File: src/rtl/tcam_pkg.sv
// Shared definitions for the TCAM update path: controller state encoding and
// a clog2 helper that never returns less than 1 (so 1-entry widths stay legal).
package tcam_pkg;

  typedef enum logic [1:0] {
    ST_IDLE   = 2'd0,
    ST_SHIFT  = 2'd1,
    ST_COMMIT = 2'd2
  } state_e;

  function automatic int clog2_min1(input int v);
    int r;
    r = 0;
    while ((1 << r) < v) r++;
    return (r < 1) ? 1 : r;
  endfunction

endpackage

File: src/rtl/srl_update_ctrl_blk_sel_dec.sv
// Block-select decoder: turns a block index into a one-hot block mask,
// flags indices beyond the last block, and forces all-ones on broadcast.
module blk_sel_dec #(
  parameter int NUM_BLOCKS = 8,
  parameter int SEL_W      = 3
) (
  input  logic [SEL_W-1:0]      sel_i,
  input  logic                  bcast_i,
  output logic [NUM_BLOCKS-1:0] mask_o,
  output logic                  oor_o
);

  // Decode index to mask; an out-of-range index yields an empty mask.
  always_comb begin
    mask_o = '0;
    oor_o  = 1'b0;
    if (bcast_i) begin
      mask_o = '1;
    end else begin
      oor_o = (32'(sel_i) >= 32'(NUM_BLOCKS));
      for (int i = 0; i < NUM_BLOCKS; i++) begin
        mask_o[i] = (32'(sel_i) == 32'(i));
      end
    end
  end

endmodule

File: src/rtl/srl_update_ctrl.sv
// SRL update sequencer: accepts one update request, drives the target block
// shift enables for SRL_DEPTH cycles with a descending shift index, then
// issues a single-cycle commit. Every output comes straight from a register.
module srl_update_ctrl
  import tcam_pkg::*;
#(
  parameter int  NUM_BLOCKS = 8,
  parameter int  SRL_DEPTH  = 32,
  localparam int SEL_W      = clog2_min1(NUM_BLOCKS),
  localparam int IDX_W      = clog2_min1(SRL_DEPTH)
) (
  input  logic                  clk,
  input  logic                  rst_n,
  input  logic                  req_valid,
  output logic                  req_ready,
  input  logic [SEL_W-1:0]      req_sel,
  input  logic                  req_bcast,
  input  logic                  abort,
  output logic [NUM_BLOCKS-1:0] ce,
  output logic [IDX_W-1:0]      shift_idx,
  output logic                  we_block,
  output logic [NUM_BLOCKS-1:0] we_sel,
  output logic                  busy,
  output logic                  req_err
);

  localparam logic [IDX_W-1:0] LAST_IDX = IDX_W'(SRL_DEPTH - 1);

  state_e                  state_q, state_d;
  logic [IDX_W-1:0]        cnt_q, cnt_d;
  logic [NUM_BLOCKS-1:0]   mask_q, mask_d;
  logic [NUM_BLOCKS-1:0]   ce_q, ce_d;
  logic [NUM_BLOCKS-1:0]   we_sel_q, we_sel_d;
  logic                    we_q, we_d;
  logic                    busy_q, busy_d;
  logic                    err_q, err_d;
  logic                    rdy_q, rdy_d;
  logic [NUM_BLOCKS-1:0]   dec_mask;
  logic                    dec_oor;

  blk_sel_dec #(
    .NUM_BLOCKS (NUM_BLOCKS),
    .SEL_W      (SEL_W)
  ) u_dec (
    .sel_i   (req_sel),
    .bcast_i (req_bcast),
    .mask_o  (dec_mask),
    .oor_o   (dec_oor)
  );

  // Next-state and next-output logic; outputs are precomputed for the coming
  // cycle so they can be registered. The counter doubles as shift_idx and
  // therefore rests at zero outside SHIFT.
  always_comb begin
    state_d  = state_q;
    cnt_d    = '0;
    mask_d   = mask_q;
    ce_d     = '0;
    we_d     = 1'b0;
    we_sel_d = '0;
    err_d    = 1'b0;
    unique case (state_q)
      ST_IDLE: begin
        if (req_valid && rdy_q && !abort) begin
          if (dec_oor) begin
            err_d = 1'b1;
          end else begin
            mask_d  = dec_mask;
            cnt_d   = LAST_IDX;
            ce_d    = dec_mask;
            state_d = ST_SHIFT;
          end
        end
      end
      ST_SHIFT: begin
        if (abort) begin
          state_d = ST_IDLE;
        end else if (cnt_q == '0) begin
          state_d  = ST_COMMIT;
          we_d     = 1'b1;
          we_sel_d = mask_q;
        end else begin
          cnt_d = cnt_q - 1'b1;
          ce_d  = mask_q;
        end
      end
      ST_COMMIT: begin
        state_d = ST_IDLE;
      end
      default: begin
        state_d = ST_IDLE;
      end
    endcase
    busy_d = (state_d != ST_IDLE);
    rdy_d  = (state_d == ST_IDLE);
  end

  // State and output registers; reset discards any partial update.
  always_ff @(posedge clk or negedge rst_n) begin
    if (!rst_n) begin
      state_q  <= ST_IDLE;
      cnt_q    <= '0;
      mask_q   <= '0;
      ce_q     <= '0;
      we_q     <= 1'b0;
      we_sel_q <= '0;
      busy_q   <= 1'b0;
      err_q    <= 1'b0;
      rdy_q    <= 1'b0;
    end else begin
      state_q  <= state_d;
      cnt_q    <= cnt_d;
      mask_q   <= mask_d;
      ce_q     <= ce_d;
      we_q     <= we_d;
      we_sel_q <= we_sel_d;
      busy_q   <= busy_d;
      err_q    <= err_d;
      rdy_q    <= rdy_d;
    end
  end

  assign req_ready = rdy_q;
  assign ce        = ce_q;
  assign shift_idx = cnt_q;
  assign we_block  = we_q;
  assign we_sel    = we_sel_q;
  assign busy      = busy_q;
  assign req_err   = err_q;

endmodule

File: config.mk
export PLATFORM = sky130hd
export DESIGN_NAME = srl_update_ctrl
export DESIGN_NICKNAME = d
export VERILOG_FILES = /design/src/rtl/tcam_pkg.sv /design/src/rtl/srl_update_ctrl_blk_sel_dec.sv /design/src/rtl/srl_update_ctrl.sv
export SDC_FILE = /design/constraint.sdc
export NUM_CORES = 1
export LEC_CHECK = 0
export CORE_MARGIN = 5
export CORE_UTILIZATION = 40
export DETAILED_ROUTE_END_ITERATION = 8
export PLACE_DENSITY = 0.71
export RECOVER_POWER = 100
export SLEW_MARGIN = 0
export SYNTH_ARGS = -nofsm -noshare
export SYNTH_HDL_FRONTEND = slang
export SYNTH_SLANG_ARGS = --single-unit
File: constraint.sdc
create_clock -name clk -period 2.6 [get_ports clk]
set_clock_uncertainty 0.05 [all_clocks]
set_input_delay 0.39 -clock clk [delete_from_list [all_inputs] [get_ports clk]]
set_output_delay 0.39 -clock clk [all_outputs]
set_load 0.02 [all_outputs]
# Word-level counts from Yosys, hierarchy flattened
# Index checks and enable logic that the tools add are counted.
dict set report op_classes {
  addsub 1
  n_eq_ne 8
  mux 19
  n_reduce_logical 9
}
# operator count
set ops {}
lappend ops {{$mux 8} 7}
lappend ops {{$pmux 8 s2} 1}
lappend ops {{$mux 5} 3}
lappend ops {{$eq 3x3->1 const B} 4}
lappend ops {{$pmux 5 s2} 1}
lappend ops {{$eq 3x2->1 const B} 2}
lappend ops {{$mux 2} 3}
lappend ops {{$logic_not 5->1} 1}
lappend ops {{$sub 5x1->5 const B} 1}
lappend ops {{$logic_not 2->1} 2}
lappend ops {{$pmux 2 s2} 1}
lappend ops {{$eq 3x1->1 const B} 1}
lappend ops {{$logic_not 3->1} 1}
lappend ops {{$mux 1} 3}
lappend ops {{$eq 2x1->1 const B} 1}
lappend ops {{$logic_and 1x1->1} 2}
lappend ops {{$reduce_and 2->1} 1}
lappend ops {{$reduce_bool 2->1} 1}
lappend ops {{$logic_not 1->1} 1}
dict set report word_totals {
  register_bits 34
  inputBits 8
  out_inout_bits 25
  elab_cells 45
}

# Depth between registers and ports, before layout
# Gate-level depths: netlist of the first run.
dict set report depth {
  word_depth 5
  mapped_depth 6
  depth_no_buf 5
}

# By module
# Synthesis of the first run repeated with hierarchy kept, for this count alone.
dict set report hier_totals {
  cells_unflattened 102
  area_unflattened_um2 1387.6
}
# module instances cells_each area_per_inst_um2
set by_module_without_submodules {}
lappend by_module_without_submodules {srl_update_ctrl 1 87 1302.5}
lappend by_module_without_submodules {blk_sel_dec 1 15 85.1}

# Worst setup path after synthesis of the first run
# OpenSTA, ideal clock, no wires.
dict set report synth_path {
  kind {register to register}
  from {reg cnt_q[0] (netlist: shift_idx[0])}
  to {reg ce_q[3] (netlist: ce[3])}
  setup_time_ns 0.136
  arrival_ns 1.479
  required_ns 2.414
  slack_ns 0.934
  path_stages_with_launch 7
  period_less_slack_ns 1.666
  cell_sequence {dfrtp_1 -> inv_1 -> ha_1 -> or3b_4 -> o21ai_2 -> buf_6 -> o22ai_1}
}
dict set report synth_via {
  elab_chain_cells 4
}
# element line
set synth_rtl {}
lappend synth_rtl {{start: declaration} srl_update_ctrl.sv:30} ;# logic [IDX_W-1:0] cnt_q, cnt_d;
lappend synth_rtl {{start signal: assignment} srl_update_ctrl.sv:112} ;# cnt_q <= cnt_d;
lappend synth_rtl {{$logic_not 5->1} srl_update_ctrl.sv:78} ;# end else if (cnt_q == '0) begin
lappend synth_rtl {{$mux 8} srl_update_ctrl.sv:78}
lappend synth_rtl {{$mux 8} srl_update_ctrl.sv:76} ;# if (abort) begin
lappend synth_rtl {{$pmux 8 s2} srl_update_ctrl.sv:62} ;# unique case (state_q)
lappend synth_rtl {{named net ce_d[3]} srl_update_ctrl.sv:32} ;# logic [NUM_BLOCKS-1:0] ce_q, ce_d;
lappend synth_rtl {{end signal: assignment} srl_update_ctrl.sv:104} ;# ce_q <= '0;
lappend synth_rtl {{end signal: assignment} srl_update_ctrl.sv:114} ;# ce_q <= ce_d;
lappend synth_rtl {{end: declaration} srl_update_ctrl.sv:32}
# The timed path passes the listed nets, and every way through them passes these cells.
# A chain may end at the register's enable or synchronous reset.

# Worst setup path in the final report of the first run
dict set report layout_path {
  from {reg cnt_q[4] (netlist: shift_idx[4])}
  to {out shift_idx[4]}
}
# element line
set layout_rtl {}
lappend layout_rtl {{end: declaration} srl_update_ctrl.sv:20} ;# output logic [IDX_W-1:0] shift_idx,
# No word-level cell between the ends.

==> qor.csv, run 1 <==
stage,metric,value,unit
outcome,status,completed,
yosys,Area contributors post-synth,"dfrtp_1 (64%), mux2i_1 (6.0%), nor4_1 (3.8%), o22ai_1 (3.8%), inv_1 (3.4%)",
run,Max Cap Viol,0,
final_layout,Syn-to-layout area delta,30.07,%
grt,largest net degree at the start of global routing,35,
yosys,Async SR Flop Fraction,1.000,
route,wire per inst,14.21,um
worst_setup_path,CP Cell Sequence,dlygate4sd3_1,
clocking,"CTS clk-pin slew, worst paths",0.10,ns
yosys,Synth Net Count,119,
worst_setup_path,Worst R2R Start,shift_idx[0]$_DFF_PN0_,
timing,Tightest Pin Transition,1.152,ns
pwr,VDD IR max,0.2060,mV
worst_setup_path,sum of buffers and inverters on the critical path,1,
worst_setup_path,worst path required time,2.16,ns
grt,All-Layer GR Usage,0.1374,
route,final wirelength,2.686,mm
yosys,gate count of the mapped netlist,110,
pwr,switching power,0.4752,mW
final_layout,share of cells above drive strength 1,0.06294,
clocking,number of setup buffers added after CTS,0,
clocking,Clock Latency Late Sink,0.33,ns
timing,highest clock rate,472.3,MHz
timing,Slew Limit Fails,0,
final_layout,FF+latch area,850.8,sq um
route,routed via count,936,
final_layout,nets,151,
pwr,Sw Share,0.3206,
timing,RSZ-0062 raised after global routing,no,
route,DR vias/cell,4.952,
worst_setup_path,crit end category,output pin,
clocking,CTS root buf,clkbuf_4,
min_path,Hold Crit Class,reg -> reg,
clocking,Sink Count,34,
grt,vias in the first global route,971,
placement,worst slack at placement,0.6870,ns
yosys,leading area contributor after synthesis,dfrtp_1,
pwr,Flop pwr share,0.463,
yosys,post-synth cell types,27,
clocking,"Hold-fix buffers, CTS",0,
worst_setup_path,largest fanout of any net on the critical path,13,
timing,Fin. Hold Viols,0,
clocking,CTS tree,built,
pwr,total power draw,1.482,mW
clocking,post_cts resized,0,
min_path,Hold Crit Depth,1,
final_layout,Filler Cell Count,299,
final_layout,ANT cells,0,
route,DR iter-0 viols,55,
clocking,H-Tree Depth,2,
final_layout,Multi-input gate area,376.6,sq um
worst_setup_path,Slowest cell on crit path,dlygate4sd3_1,
pwr,Int Pwr,1.007,mW
worst_setup_path,R2R depth,5,
yosys,mean post-synth cell area,12.07,sq um
worst_setup_path,Crit path arrival time,1.68,ns
die,Die W,67.61,um
grt,antenna violations before repair,0,
worst_setup_path,Worst Setup Start Kind,flip-flop,
pwr,Pleak,0.8964,nW
yosys,Post-synth EDFFs,0,
min_path,Worst Hold End,shift_idx[2]$_DFF_PN0_,
route,Detail Route Antenna Nets,0,
pwr,Cell Pwr Density,858.3,nW/um^2
worst_setup_path,critical path type,reg -> out,
timing,worst setup margin,0.4826,ns
route,drc violations,0,
timing,final hold slack,0.4536,ns
timing,Slew HR,0.2319,
yosys,Synth Flop Type,dfrtp_1,
yosys,"Seq/Total Area, Yosys",0.6409,
die,core area,3284,sq um
worst_setup_path,family with the most delay on the worst path,buffers and inverters,
pwr,combinational power share,0.287,
worst_setup_path,r2r setup slk,0.56,ns
die,IO Pins,33,
worst_setup_path,reg-to-reg endpoint,shift_idx[0]$_DFF_PN0_,
yosys,"FF+latch count, synth",34,
die,Initial Util,0.4042,
yosys,Ys Warns,0,
die,full die area,4571,sq um
timing,Finish-stage setup viols,0,
pwr,clock power share,0.250,
timing,final worst path period share,0.8144,
min_path,hold path start,state_q[1]$_DFF_PN0_,
die,die height,67.61,um
final_layout,post-route core utilization,0.5257,
route,DRT Pass-1 Iters,4,
die,# rows,21,
grt,first-pass GRT wire length,4.450,mm
placement,Final Wtd Congestion,0.7422,
timing,post-route minimum period,2.117,ns
clocking,Bufs on Longest Clock Path,2,
placement,post-DP HPWL,1.920,mm
clocking,Num CTS Buffers,5,
worst_setup_path,CP max stage delay,0.74,ns
yosys,top-area cell type share of the netlist area,0.6409,
timing,post-route setup TNS,0,ns
yosys,post-synthesis cell area,1328,sq um
grt,grt total ovfl,0,
placement,IO Port Bufs,31,
-- state kept, by name (all words and copies together) (netlist names) --
signal     cells
ce             8
mask_q         8
we_sel         8
shift_idx      5
state_q        2
busy           1
req_ready      1
we_block       1
-- final cells by class --
cell class	count	area share
clock inverters	1	0.01739
clock buffers	7	0.02609
well taps	46	0.03333
flip-flops and latches	34	0.4928
inverters	12	0.02609
repair buffers	33	0.1862
multi-input cells	56	0.2181
-- how the worst max path moves through the flow --
stage / from / endpoint / slack (ns) / cells after the start
final: shift_idx[4]$_DFF_PN0_ / shift_idx[4] / 0.48 / 1
after global placement: shift_idx[0]$_DFF_PN0_ / shift_idx[3]$_DFF_PN0_ / 0.72 / 5
after CTS: shift_idx[4]$_DFF_PN0_ / shift_idx[4] / 0.52 / 1
after global routing: shift_idx[0]$_DFF_PN0_ / shift_idx[0]$_DFF_PN0_ / 0.36 / 5
after detailed placement: shift_idx[0]$_DFF_PN0_ / shift_idx[3]$_DFF_PN0_ / 0.69 / 5
after floorplan: shift_idx[0]$_DFF_PN0_ / ce[3]$_DFF_PN0_ / 0.93 / 6
-- metal layers --
metal / GRT usage / up-vias / wire [um]
met3: 0.04493 / 7 / 136
met1: 0.1489 / 464 / 1089
met5: 0 / - / 0
met2: 0.2345 / 24 / 1400
met4: 0.07595 / 0 / 59
li1: - / 441 / -
-- synthesized netlist by cell type (2+ instances only) --
master     n
a21oi_1    4
a31oi_1    4
buf_1      2
buf_4      2
buf_6      2
clkbuf_1   2
dfrtp_1   34
inv_1     12
mux2i_1    8
nand2_1    4
nor2_1     2
nor3_1     3
nor4_1     8
o21ai_0    2
o22ai_1    8
xnor2_1    2
-- power by group through the flow --
| stage | combinational (mW) | clock [mW] | sequential (mW) |
|---|---|---|---|
| final | 0.425 | 0.371 | 0.687 |
| after global routing | 0.466 | 0.413 | 0.701 |
| after CTS | 0.456 | 0.381 | 0.692 |
| after detailed placement | 0.452 | 0 | 0.703 |
| after global placement | 0.438 | 0 | 0.697 |
| after floorplan | 0.230 | 0 | 0.755 |
-- worst register-to-register path, stage by stage (launching register included) --
cell and delay [ns]:
dfrtp_1 0.41, inv_1 0.07, ha_1 0.16, or3b_1 0.53
o21ai_2 0.49, o21ai_0 0.15
-- through the flow --
step           instance area [sq um]  instances
6_report                        1727        189
5_1_grt                         1727        189
4_1_cts                         1733        189
3_5_place_dp                    1658        181
3_3_place_gp                    1658        181
2_1_floorplan                   1328        110
-- cells by family (layout without fill, tap and decap cells) --
| kind of cell | Yosys count | count (layout) | share of synthesized area |
|---|---|---|---|
| mux | 8 | 8 | 0.06032 |
| flops | 34 | 34 | 0.6409 |
| xor+xnor | 2 | 2 | 0.01320 |
| other cells | 1 | 1 | 0.002825 |
| buf+inv | 20 | 53 | 0.07351 |
| simple gates | 23 | 23 | 0.1046 |
| fa+ha+maj | 1 | 1 | 0.009424 |
| compound gates | 21 | 21 | 0.09519 |
-- cells in the final DEF, fill, tap and decap left out --
cell type        synthesis  routed
dlygate4sd3_1            0      26
o31ai_1                  1       1
clkbuf_1                 2       3
nor3b_1                  1       1
xnor2_1                  2       2
nand3_1                  1       1
or3b_1                   0       1
a21oi_1                  4       4
buf_4                    2       1
ha_1                     1       1
nor4_1                   8       8
mux2i_1                  8       8
nand2_1                  4       4
clkdlybuf4s50_1          0       5
a31oi_1                  4       4
conb_1                   1       1
o21ai_0                  2       3
nor3_1                   3       3
clkbuf_4                 0       5
nand4b_2                 1       1
o21ai_2                  1       1
nor2b_1                  1       1
nor2_1                   2       2
bufinv_16                0       1
and2_1                   1       1
o22ai_1                  8       8
dfrtp_1                 34      34
inv_1                   12      12
No activity file was read; power rests on OpenSTA's default activity.
==> inputs of run 2 (changes only) <==
clock period = 2 ns   (was 2.6 ns; I/O delays follow)
==> run 2 against run 1 <==
Compared with the run above: sequential share of layout area down 0.32 points; non-clock buffer count up 1; power up 28%; critical path depth unchanged; register-to-register slack worse by 0.31 ns; setup slack worse by 0.31 ns; die area unchanged; utilization up 0.42 points; critical path type unchanged; largest power group unchanged.
==> qor.csv, run 2 (same netlist as run 1, synthesis figures left out) <==
stage,metric,value,unit,change
worst_setup_path,family with the most delay on the worst path,buffers and inverters,,
die,# rows,21,,unchanged
placement,placed insts,182,,+0.55%
clocking,H-Tree Depth,2,,unchanged
die,IO Pins,33,,unchanged
timing,post-route setup TNS,0,ns,unchanged
final_layout,Final Non-Filler Cells,190,,+0.53%
route,DR iter-0 viols,41,,-25%
worst_setup_path,R2R depth,6,,+1
min_path,Hold Crit Class,reg -> reg,,
pwr,switching power,0.5970,mW,+26%
route,wire per inst,12.39,um,-13%
worst_setup_path,Slowest cell on crit path,clkdlybuf4s50_1,,
route,DRT Pass-1 Iters,4,,unchanged
timing,final worst path period share,0.9162,,
min_path,hold path start,state_q[1]$_DFF_PN0_,,
outcome,status,completed,,
worst_setup_path,Crit path arrival time,1.48,ns,-0.20 ns
pwr,clock power share,0.238,,-0.012
worst_setup_path,r2r setup slk,0.25,ns,-0.31 ns
final_layout,design area,1740,sq um,+0.80%
placement,Final Wtd Congestion,0.7541,,+1.6%
worst_setup_path,reg-to-reg endpoint,ce[3]$_DFF_PN0_,,
pwr,Sw Share,0.3154,,-0.005208
pwr,Cell Pwr Density,1088,nW/um^2,+27%
worst_setup_path,Worst R2R Start,shift_idx[0]$_DFF_PN0_,,
final_layout,Syn-to-layout area delta,31.10,%,
die,full die area,4571,sq um,unchanged
route,DR vias/cell,4.737,,-4.4%
timing,Slew Limit Fails,0,,unchanged
pwr,VDD IR max,0.3739,mV,+82%
route,drc violations,0,,unchanged
timing,Fin. Hold Viols,0,,unchanged
final_layout,ANT cells,0,,unchanged
grt,antenna violations before repair,0,,unchanged
clocking,Sink Count,34,,unchanged
worst_setup_path,largest fanout of any net on the critical path,13,,unchanged
grt,vias in the first global route,870,,-10%
die,Initial Util,0.4042,,unchanged
die,die height,67.61,um,unchanged
clocking,Clock Latency Late Sink,0.33,ns,about the same
timing,Finish-stage setup viols,0,,unchanged
route,routed via count,900,,-3.8%
min_path,Hold Crit Depth,1,,unchanged
timing,post-route minimum period,1.832,ns,
timing,Tightest Pin Transition,0.7872,ns,-0.3650 ns
grt,first-pass GRT wire length,3.905,mm,-12%
run,Max Cap Viol,0,,unchanged
worst_setup_path,worst path required time,1.65,ns,-0.51 ns
clocking,"CTS clk-pin slew, worst paths",0.10,ns,about the same
final_layout,post-route core utilization,0.5299,,+0.004191
min_path,Worst Hold End,shift_idx[2]$_DFF_PN0_,,
worst_setup_path,sum of buffers and inverters on the critical path,1,,unchanged
placement,post-DP HPWL,1.718,mm,-10%
pwr,total power draw,1.893,mW,+28%
worst_setup_path,CP max stage delay,0.65,ns,-0.09 ns
worst_setup_path,CP Cell Sequence,clkdlybuf4s50_1,,
grt,largest net degree at the start of global routing,35,,unchanged
pwr,Int Pwr,1.296,mW,+29%
clocking,CTS tree,built,,
final_layout,most frequent cells in the layout,"dfrtp_1 (33), dlygate4sd3_1 (24), inv_1 (12)",,
placement,IO Port Bufs,31,,unchanged
die,Die W,67.61,um,unchanged
final_layout,share of cells above drive strength 1,0.1042,,+0.04123
grt,grt total ovfl,0,,unchanged
placement,placed cell area,1665,sq um,+0.45%
timing,highest clock rate,545.7,MHz,
final_layout,nets,152,,+0.66%
grt,All-Layer GR Usage,0.1195,,-0.01792
final_layout,"commonest non-fill, non-tap cell in the layout",dfrtp_1,,
worst_setup_path,critical path type,reg -> out,,
clocking,Num CTS Buffers,5,,unchanged
route,Detail Route Antenna Nets,0,,unchanged
pwr,Flop pwr share,0.470,,+0.007
clocking,CTS root buf,clkbuf_4,,
final_layout,Filler Cell Count,281,,-6.0%
route,final wirelength,2.354,mm,-12%
clocking,Bufs on Longest Clock Path,2,,unchanged
worst_setup_path,crit end category,output pin,,
pwr,combinational power share,0.292,,+0.005
pwr,Pleak,0.9030,nW,+0.73%
die,core area,3284,sq um,unchanged
worst_setup_path,Worst Setup Start Kind,flip-flop,,
timing,RSZ-0062 raised after global routing,no,,
clocking,number of setup buffers added after CTS,0,,unchanged
timing,Slew HR,0.4752,,+0.2434
[run 2: cell types whose count changed in the layout (fill, tap and decap cells not counted), sizes merged]
cell,change
dlygate4sd3,-2
clkbuf,+2
clkdlybuf4s50,+2
bufinv,-1
[run 2: layout make-up]
| cell class | instances | area (sq um) | area share |
|---|---|---|---|
| multi-input combinational | 56 | 379.1 | 0.2178 |
| timing repair buffer | 34 | 327.8 | 0.1884 |
| tap | 46 | 57.56 | 0.03307 |
| clock buffer | 8 | 78.83 | 0.04529 |
| inverter | 12 | 45.04 | 0.02588 |
| sequential | 34 | 852.1 | 0.4896 |
[run 2: layer usage]
layer  vias up  share of wire  GRT usage
li1        452              -          -
met1       417           0.43     0.1331
met2        24           0.49     0.1968
met3         7          0.048    0.02662
met4         0          0.031    0.09114
met5         -              0          0
[run 2: power by group through the flow]
stage	sequential (mW)	clock, mW	combinational [mW]
final	0.890	0.450	0.552
after global routing	0.908	0.500	0.610
after CTS	0.895	0.466	0.585
after detailed placement	0.909	0	0.583
after global placement	0.905	0	0.575
after floorplan	0.981	0	0.300
[run 2: how the worst max path moves through the flow]
stage                           start              end  slack (ns)  depth (start not counted)
3_5_place_dp   shift_idx[0]$_DFF_PN0_  ce[3]$_DFF_PN0_        0.26                          6
2_1_floorplan  shift_idx[0]$_DFF_PN0_  ce[3]$_DFF_PN0_        0.33                          6
3_3_place_gp   shift_idx[0]$_DFF_PN0_  ce[3]$_DFF_PN0_        0.31                          6
4_1_cts        shift_idx[4]$_DFF_PN0_     shift_idx[4]       0.009                          1
6_report       shift_idx[4]$_DFF_PN0_     shift_idx[4]        0.17                          1
5_1_grt        shift_idx[4]$_DFF_PN0_     shift_idx[4]         0.1                          1
[run 2: timing repair]
item | in CTS | in global routing
hold buffers | 0 | 0
endpoints found under the setup margin | 0 | 1
gates resized for setup | 0 | 1
hold endpoints to repair | 0 | 0
[run 2: through the flow]
step           hold WS [ns]  setup slack [ns]
5_1_grt              0.4678           0.09609
2_1_floorplan      -0.04559            0.3342
3_5_place_dp         0.4254            0.2597
3_3_place_gp         0.4387            0.3108
4_1_cts              0.3126          0.009345
6_report             0.4373            0.1676
==> inputs of run 3 (changes only) <==
CORE_MARGIN = 2   (was 5)
==> run 3 against run 2 <==
Compared with the run above: fmax down 2.4%; utilization up 2.3 points; hold slack improved by 0.017 ns; sequential share of layout area grew 0.71 points; die area down 17%; highest routed layer unchanged.
==> qor.csv, run 3 (same netlist as run 1, synthesis figures left out) <==
stage,metric,value,unit,change
outcome,status,completed,,
clocking,CTS root buf,clkbuf_4,,
grt,antenna violations before repair,0,,unchanged
route,routed via count,895,,-0.56%
pwr,Int Pwr,1.224,mW,-5.6%
timing,RSZ-0062 raised after global routing,no,,
clocking,post_cts resized,0,,unchanged
timing,Fin. Hold Viols,0,,unchanged
placement,post-DP HPWL,1.682,mm,-2.1%
die,IO Pins,33,,unchanged
pwr,switching power,0.5960,mW,-0.18%
pwr,Flop pwr share,0.489,,+0.019
route,DR iter-0 viols,18,,-56%
die,die height,61.61,um,-8.9%
worst_setup_path,family with the most delay on the worst path,buffers and inverters,,
clocking,Clock Latency Late Sink,0.33,ns,about the same
clocking,Num CTS Buffers,5,,unchanged
pwr,Pleak,0.8958,nW,-0.79%
final_layout,nets,152,,unchanged
worst_setup_path,Slowest cell on crit path,dlygate4sd3_1,,
clocking,Sink Count,34,,unchanged
min_path,Hold Crit Class,reg -> reg,,
die,full die area,3796,sq um,-17%
pwr,VDD IR max,0.4350,mV,+16%
timing,post-route minimum period,1.878,ns,+0.04537 ns
run,Max Cap Viol,0,,unchanged
final_layout,"commonest non-fill, non-tap cell in the layout",dfrtp_1,,
route,drc violations,0,,unchanged
grt,grt total ovfl,0,,unchanged
die,# rows,20,,-4.8%
die,Die W,61.61,um,-8.9%
die,core area,3103,sq um,-5.5%
final_layout,Syn-to-layout area delta,29.22,%,
route,final wirelength,2.329,mm,-1.1%
worst_setup_path,R2R depth,6,,unchanged
timing,Slew HR,0.4716,,-0.003614
timing,final worst path period share,0.9389,,+0.02269
clocking,H-Tree Depth,2,,unchanged
clocking,number of setup buffers added after CTS,0,,unchanged
route,DRT Pass-1 Iters,4,,unchanged
grt,All-Layer GR Usage,0.1518,,+0.03236
final_layout,ANT cells,0,,unchanged
route,DR vias/cell,4.761,,+0.50%
worst_setup_path,Crit path arrival time,1.53,ns,+0.05 ns
worst_setup_path,worst path required time,1.65,ns,about the same
grt,vias in the first global route,842,,-3.2%
worst_setup_path,sum of buffers and inverters on the critical path,1,,unchanged
pwr,total power draw,1.820,mW,-3.9%
clocking,"Hold-fix buffers, CTS",0,,unchanged
timing,highest clock rate,532.6,MHz,-2.4%
die,Initial Util,0.4278,,+0.02363
pwr,clock power share,0.207,,-0.031
route,wire per inst,12.39,um,about the same
clocking,Bufs on Longest Clock Path,2,,unchanged
placement,Final Wtd Congestion,0.7254,,-3.8%
pwr,combinational power share,0.304,,+0.012
clocking,"CTS clk-pin slew, worst paths",0.09,ns,about the same
route,Detail Route Antenna Nets,0,,unchanged
worst_setup_path,CP Cell Sequence,dlygate4sd3_1,,
timing,Slew Limit Fails,0,,unchanged
grt,first-pass GRT wire length,3.960,mm,+1.4%
worst_setup_path,Worst Setup Start Kind,flip-flop,,
clocking,CTS tree,built,,
timing,Tightest Pin Transition,0.7926,ns,+0.005421 ns
pwr,Cell Pwr Density,1061,nW/um^2,-2.5%
grt,largest net degree at the start of global routing,35,,unchanged
worst_setup_path,largest fanout of any net on the critical path,13,,unchanged
worst_setup_path,Levels on crit path,1,,unchanged
worst_setup_path,CP max stage delay,0.71,ns,+0.06 ns
worst_setup_path,crit end category,output pin,,
timing,Finish-stage setup viols,0,,unchanged
final_layout,most frequent cells in the layout,"dfrtp_1 (33), dlygate4sd3_1 (25), inv_1 (12)",,
min_path,Hold Crit Depth,1,,unchanged
placement,IO Port Bufs,31,,unchanged
final_layout,share of cells above drive strength 1,0.09028,,-0.01389
worst_setup_path,critical path type,reg -> out,,
pwr,Sw Share,0.3275,,+0.01209
timing,post-route setup TNS,0,ns,unchanged
-- run 3: cell type report --
class                           count  area (sq um)
Timing Repair Buffer               34         327.8
Sequential cell                    34         852.1
Clock inverter                      1         5.005
Multi-Input combinational cell     56         375.4
Clock buffer                        7         55.05
Tap cell                           44         55.05
Inverter                           12         45.04
Fill cell                         285          1388
-- run 3: power by group through the flow --
stage          Combinational, mW  Clock [mW]  Sequential (mW)
6_report                   0.552       0.377            0.890
3_5_place_dp               0.585           0            0.909
5_1_grt                    0.610       0.421            0.907
3_3_place_gp               0.573           0            0.904
2_1_floorplan              0.300           0            0.981
4_1_cts                    0.588       0.395            0.895
-- run 3: stage by stage --
step | cell area [sq um] | utilization | worst slack (ns) | hold slack, ns | instances
after floorplan | 1328 | - | 0.3342 | -0.04559 | 110
after global placement | 1663 | 0.5359 | 0.3108 | 0.4396 | 180
after detailed placement | 1663 | 0.5359 | 0.3004 | 0.4423 | 180
after CTS | 1723 | 0.5552 | 0.01780 | 0.3018 | 188
after global routing | 1715 | 0.5528 | 0.05311 | 0.4785 | 188
final | 1715 | 0.5528 | 0.1223 | 0.4538 | 188
-- run 3: routing by layer --
metal / global-route usage / vias to the layer above / routed length, um
met2: 0.2211 / 23 / 1150
met5: 0 / - / 0
li1: - / 451 / -
met4: 0.08207 / 0 / 41
met1: 0.1922 / 416 / 1034
met3: 0.06303 / 5 / 103
-- run 3: path summary, 6_finish.rpt --
kind / endpoint / slack [ns] / startpoint
setup / recovery: shift_idx[4] / 0.12 / shift_idx[4]$_DFF_PN0_
hold / removal: shift_idx[2]$_DFF_PN0_ / 0.45 / state_q[1]$_DFF_PN0_
hold reg to reg: shift_idx[2]$_DFF_PN0_ / 0.45 / state_q[1]$_DFF_PN0_
max in group asynchronous: shift_idx[4]$_DFF_PN0_ / 0.83 / rst_n
setup reg to reg: ce[0]$_DFF_PN0_ / 0.22 / shift_idx[0]$_DFF_PN0_
min in group asynchronous: mask_q[4]$_DFFE_PN0P_ / 0.52 / rst_n
